$ cat src/rtl/operand_src_pkg.sv
// Shared types and helpers for the operand source pipe: queue state encoding and a
// clog2 helper that never returns less than one bit.
package operand_src_pkg;

   typedef enum logic [1:0] {
      EMPTY = 2'd0,
      ONE   = 2'd1,
      FULL  = 2'd2
   } state_t;

   function automatic int unsigned clog2(input int unsigned n);
      int unsigned r;
      r = 0;
      while ((1 << r) < n) r++;
      return (r < 1) ? 1 : r;
   endfunction

endpackage

$ cat src/rtl/operand_src_select.sv
// Combinational operand selection: one slot is a constant, one slot is pre-shifted,
// an out-of-range select yields zero data with the error flag set.
module operand_src_select
   import operand_src_pkg::*;
#(
   parameter int unsigned WIDTH     = 32,
   parameter int unsigned NUM_SRC   = 4,
   parameter int unsigned CONST_IDX = 1,
   parameter logic [63:0] CONST_VAL = 64'd4,
   parameter int unsigned SHIFT_IDX = 3,
   parameter int unsigned SHIFT_AMT = 2,
   localparam int unsigned SELW     = clog2(NUM_SRC)
) (
   input  logic [SELW-1:0]          control,
   input  logic [NUM_SRC*WIDTH-1:0] in_data,
   output logic [WIDTH-1:0]         sel_data,
   output logic                     sel_err
);

   localparam logic [SELW:0] NSRC = (SELW+1)'(NUM_SRC);

   logic [WIDTH-1:0] slot_val [NUM_SRC];

   for (genvar k = 0; k < NUM_SRC; k++) begin : g_slot
      if (k == CONST_IDX) begin : g_const
         // The raw input for the constant slot is deliberately discarded.
         logic unused_slot;
         assign unused_slot = ^in_data[k*WIDTH +: WIDTH];
         assign slot_val[k] = CONST_VAL[WIDTH-1:0];
      end else if (k == SHIFT_IDX) begin : g_shift
         assign slot_val[k] = in_data[k*WIDTH +: WIDTH] << SHIFT_AMT;
      end else begin : g_pass
         assign slot_val[k] = in_data[k*WIDTH +: WIDTH];
      end
   end

   always_comb begin
      sel_data = '0;
      sel_err  = 1'b0;
      if ({1'b0, control} >= NSRC) begin
         sel_err = 1'b1;
      end else begin
         for (int unsigned k = 0; k < NUM_SRC; k++) begin
            if (control == SELW'(k)) sel_data = slot_val[k];
         end
      end
   end

endmodule

$ cat src/rtl/operand_src_pipe.sv
// Operand source selection feeding a two-entry skid queue; in_ready depends only on
// queue state so the upstream path never sees a combinational path from out_ready.
module operand_src_pipe
   import operand_src_pkg::*;
#(
   parameter int unsigned WIDTH     = 32,
   parameter int unsigned NUM_SRC   = 4,
   parameter int unsigned CONST_IDX = 1,
   parameter logic [63:0] CONST_VAL = 64'd4,
   parameter int unsigned SHIFT_IDX = 3,
   parameter int unsigned SHIFT_AMT = 2,
   localparam int unsigned SELW     = clog2(NUM_SRC)
) (
   input  logic                     clk,
   input  logic                     reset,
   input  logic [SELW-1:0]          control,
   input  logic [NUM_SRC*WIDTH-1:0] in_data,
   input  logic                     in_valid,
   output logic                     in_ready,
   output logic [WIDTH-1:0]         out_data,
   output logic                     out_err,
   output logic                     out_valid,
   input  logic                     out_ready,
   output logic [1:0]               occupancy
);

   if (WIDTH < 8 || WIDTH > 64) begin : g_bad_width
      $error("operand_src_pipe: WIDTH must be within 8..64");
   end
   if (NUM_SRC < 2 || NUM_SRC > 8) begin : g_bad_num_src
      $error("operand_src_pipe: NUM_SRC must be within 2..8");
   end
   if (CONST_IDX >= NUM_SRC || SHIFT_IDX >= NUM_SRC) begin : g_bad_idx
      $error("operand_src_pipe: CONST_IDX and SHIFT_IDX must be below NUM_SRC");
   end
   if (CONST_IDX == SHIFT_IDX) begin : g_same_idx
      $error("operand_src_pipe: CONST_IDX and SHIFT_IDX must differ");
   end
   if (SHIFT_AMT >= WIDTH) begin : g_bad_shift
      $error("operand_src_pipe: SHIFT_AMT must be below WIDTH");
   end

   state_t           state_q, state_d;
   logic [WIDTH-1:0] head_data_q, skid_data_q, sel_data;
   logic             head_err_q, skid_err_q, sel_err;
   logic             accept, pop;
   logic             load_head_new, load_head_skid, load_skid;

   operand_src_select #(
      .WIDTH     (WIDTH),
      .NUM_SRC   (NUM_SRC),
      .CONST_IDX (CONST_IDX),
      .CONST_VAL (CONST_VAL),
      .SHIFT_IDX (SHIFT_IDX),
      .SHIFT_AMT (SHIFT_AMT)
   ) u_select (
      .control  (control),
      .in_data  (in_data),
      .sel_data (sel_data),
      .sel_err  (sel_err)
   );

   assign in_ready  = (state_q != FULL);
   assign out_valid = (state_q != EMPTY);
   assign accept    = in_valid & in_ready;
   assign pop       = out_valid & out_ready;
   assign out_data  = head_data_q;
   assign out_err   = head_err_q;

   always_comb begin
      state_d        = state_q;
      load_head_new  = 1'b0;
      load_head_skid = 1'b0;
      load_skid      = 1'b0;
      unique case (state_q)
         EMPTY: begin
            if (accept) begin
               state_d       = ONE;
               load_head_new = 1'b1;
            end
         end
         ONE: begin
            if (accept && pop) begin
               load_head_new = 1'b1;
            end else if (accept) begin
               state_d   = FULL;
               load_skid = 1'b1;
            end else if (pop) begin
               state_d = EMPTY;
            end
         end
         FULL: begin
            if (pop) begin
               state_d        = ONE;
               load_head_skid = 1'b1;
            end
         end
         default: state_d = EMPTY;
      endcase
   end

   always_comb begin
      occupancy = 2'd0;
      unique case (state_q)
         ONE:     occupancy = 2'd1;
         FULL:    occupancy = 2'd2;
         default: occupancy = 2'd0;
      endcase
   end

   always_ff @(posedge clk or posedge reset) begin
      if (reset) begin
         state_q <= EMPTY;
      end else begin
         state_q <= state_d;
      end
   end

   // Head is cleared on reset so the idle output reads zero; otherwise entries hold.
   always_ff @(posedge clk or posedge reset) begin
      if (reset) begin
         head_data_q <= '0;
         head_err_q  <= 1'b0;
         skid_data_q <= '0;
         skid_err_q  <= 1'b0;
      end else begin
         if (load_head_new) begin
            head_data_q <= sel_data;
            head_err_q  <= sel_err;
         end else if (load_head_skid) begin
            head_data_q <= skid_data_q;
            head_err_q  <= skid_err_q;
         end
         if (load_skid) begin
            skid_data_q <= sel_data;
            skid_err_q  <= sel_err;
         end
      end
   end

endmodule
$ cat config.mk
export PLATFORM = sky130hd
export DESIGN_NAME = operand_src_pipe
export DESIGN_NICKNAME = d
export VERILOG_FILES = /design/src/rtl/operand_src_pkg.sv /design/src/rtl/operand_src_select.sv /design/src/rtl/operand_src_pipe.sv
export SDC_FILE = /design/constraint.sdc
export NUM_CORES = 1
export LEC_CHECK = 0
export ABC_CLOCK_PERIOD_IN_PS = 3100
export CELL_PAD_IN_SITES_DETAIL_PLACEMENT = 1
export CELL_PAD_IN_SITES_GLOBAL_PLACEMENT = 1
export CORE_AREA = 5 5 114 116
export DETAILED_ROUTE_END_ITERATION = 10
export DIE_AREA = 0 0 119 121
export PLACE_DENSITY_LB_ADDON = 0.05
export SYNTH_ARGS = -nofsm -noshare
export SYNTH_HDL_FRONTEND = slang
export SYNTH_SLANG_ARGS = --single-unit
$ cat constraint.sdc
create_clock -name clk -period 3.1 [get_ports clk]
set_input_delay 0.465 -clock clk [delete_from_list [all_inputs] [get_ports clk]]
set_output_delay 0.465 -clock clk [all_outputs]
set_load 0.1 [all_outputs]
==> impl_metrics.toml <==
[worst_setup_path]
critPathArrivalTime_ns = 2.33
critPathCaptureType = "flop"
critPathKind = "in2reg"
critPathLaunchType = "input port"
required_ns = 3.37
worstPathMaxFanout = 20

[clock_network]
cts.root.buffer_cell = "clkbuf_16"
htreeDepth = 3
post_cts_resized = 0
cts_tree = "done"
cts_setup_buffers = 0
clk_pin_slew_ns = 0.06
clock_latency_ns = 0.33
cts_hold_buf = 0
clockBufferDepth = 2
cts.sinks = 66
numCtsBuffers = 9

[finish]
nets = 660
multi_input_area_mm2 = 0.001812
post_route_cells_drive_above_1_share = 0.1412
fillerInstances = 1377
ff_latch_area_mm2 = 0.001652
syn_to_final_growth_pct = 42.90
n_antenna_cell = 0

[global_routing]
overflow = 0
grt_max_degree = 92
grt_pass1_vias = 3823
grt_usage = 0.1688
grt_pass1_wl_mm = 19.50
antenna_found_initial = 0

[logic_synthesis]
synth_flop_cell = "dfrtp_1"
ys_warn_count = 0
yosys.area.top_type = "dfrtp_1"
synth_common_cells = "66 x dfrtp_1, 64 x nor2_1, 36 x nand2_1"
synth-seq-area-share = 0.4455
ys_seq_elements = 66
ys_types = 34
syn_inst = 410
syn_area_per_cell_um2 = 9.042
synth_area_mm2 = 0.003707
synth_edf_count = 0
synth.net_count = 544
yosysMostFrequentCell = "dfrtp_1"
async_flop_share = 1.000
synth_area_leaders = "dfrtp_1 45%, mux2i_1 8.4%, a311oi_1 6.9%"
synth_top_area_frac = 0.4455

[sta]
slew_headroom = 0.6269
hold_viol = 0
worst_slack_ns = 1.036
setup_violations = 0
post-route-period-util = 0.6658
layout_min_cycle_time_ns = 2.064
fin_worst_skew_ns = 0.003235
rsz0062_at_grt = "no"
timing.hold.ws_ns = 0.4862
worst_pin_slew_ns = 0.5597
tns_ns = 0
fmax_mhz = 484.5
finalMaxSlewViolations = 0

[power_and_ir_drop]
p_leak_nw = 2.214
vdd_drop_max_uv = 339.9
power_density_mw_per_mm2 = 895.7
power_mw = 4.745

[place]
gp_congestion = 0.7051
numPortBuffers = 135
dpl.hpwl_mm = 7.841
dp_slack_ns = 0.6814

[flow_run]
maxCapViolCount = 0

[route]
wl_per_cell_um = 17.55
ant_nets = 0
routed_wl_mm = 11.90
first_pass_iters = 4
initialDrtViolationCount = 150
vias = 3610
drc_errors = 0
vias_per_cell = 5.324

[floorplanning]
die-area_mm2 = 0.01440
num_rows = 40
start_util = 0.3139
design.core.area_mm2 = 0.01181
dieHeight_um = 121
die_w_um = 119
pin_count = 171

[hold_path]
hp-class = "reg2reg"

[status]
outcome = "completed"
## metrics by stage
step	utilization	std cells	cell area [um2]
floorplan	-	410	3707
global placement	0.4245	662	5014
detailed placement	0.4245	662	5014
CTS	0.4485	678	5298
global route	0.4485	678	5298
finish	0.4485	678	5298
## state kept, by name, indices dropped and copies added (netlist names)
| register | count |
|---|---|
| skid_data_q | 32 |
| state_q | 2 |
| out_data | 32 |
## final cells by class
cell class / count / share of cell area
Multi-Input combinational cell: 303 / 0.3420
Tap cell: 147 / 0.03472
Clock buffer: 14 / 0.05172
Inverter: 2 / 0.001417
Clock inverter: 2 / 0.001889
Sequential cell: 66 / 0.3118
Timing Repair Buffer: 144 / 0.2565
## where the power goes
group	internal (mW)	switching, mW	total, mW
clock network	0.605	0.369	0.974
logic	0.597	1.81	2.40
registers	1.19	0.180	1.37
total	2.39	2.36	4.74
## worst max-delay path, cell delays in order
cell and delay [ns]:
clkdlybuf4s50_1 0.59, mux2i_2 0.42, a2bb2oi_4 0.40, buf_12 0.23
a21oi_1 0.07, a21oi_2 0.14
## kinds of logic after synthesis
family                 synth area share
AOI/OAI and AO/OA                0.2656
and+or+nand+nor                  0.1256
DFF                              0.4455
buffers and inverters           0.06885
muxes                           0.09349
other                          0.001012
## per-layer routing
layer / global-route usage / vias to the layer above / part of all wire
met4: 0.06589 / 0 / 0.017
met5: 0 / - / 0
met3: 0.04103 / 13 / 0.048
li1: - / 1727 / -
met1: 0.2041 / 1782 / 0.43
met2: 0.2893 / 88 / 0.50
## placed cells by master (no fill, tap or decap), drive strengths merged
cell type      count
mux2               2
conb               1
clkbuf            14
or2                1
dfrtp             66
a31oi             31
nand2b             2
buf               47
o2bb2ai            1
and2               1
clkdlybuf4s50     97
o22ai              1
a211o              1
a21oi             33
a311oi            29
clkinv             2
nand2             37
nor2              65
inv                2
o211ai             2
o21ai             59
or2b               1
mux2i             32
nor2b              1
and2b              2
a2bb2oi            1
## worst paths after layout
kind                                   start      endpoint  slack, ns  depth (start not counted)
worst max-delay path               out_ready   out_data[2]       1.04                          6
worst min-delay path            out_data[10]  out_data[10]       0.49                          2
worst max register to register    state_q[1]   out_data[2]       1.29                          5
worst min register to register  out_data[10]  out_data[10]       0.49                          2
max in group asynchronous              reset  out_data[20]       2.10                          3
min in group asynchronous              reset   out_data[1]       0.53                          3
(Power assumes the default switching activity.)
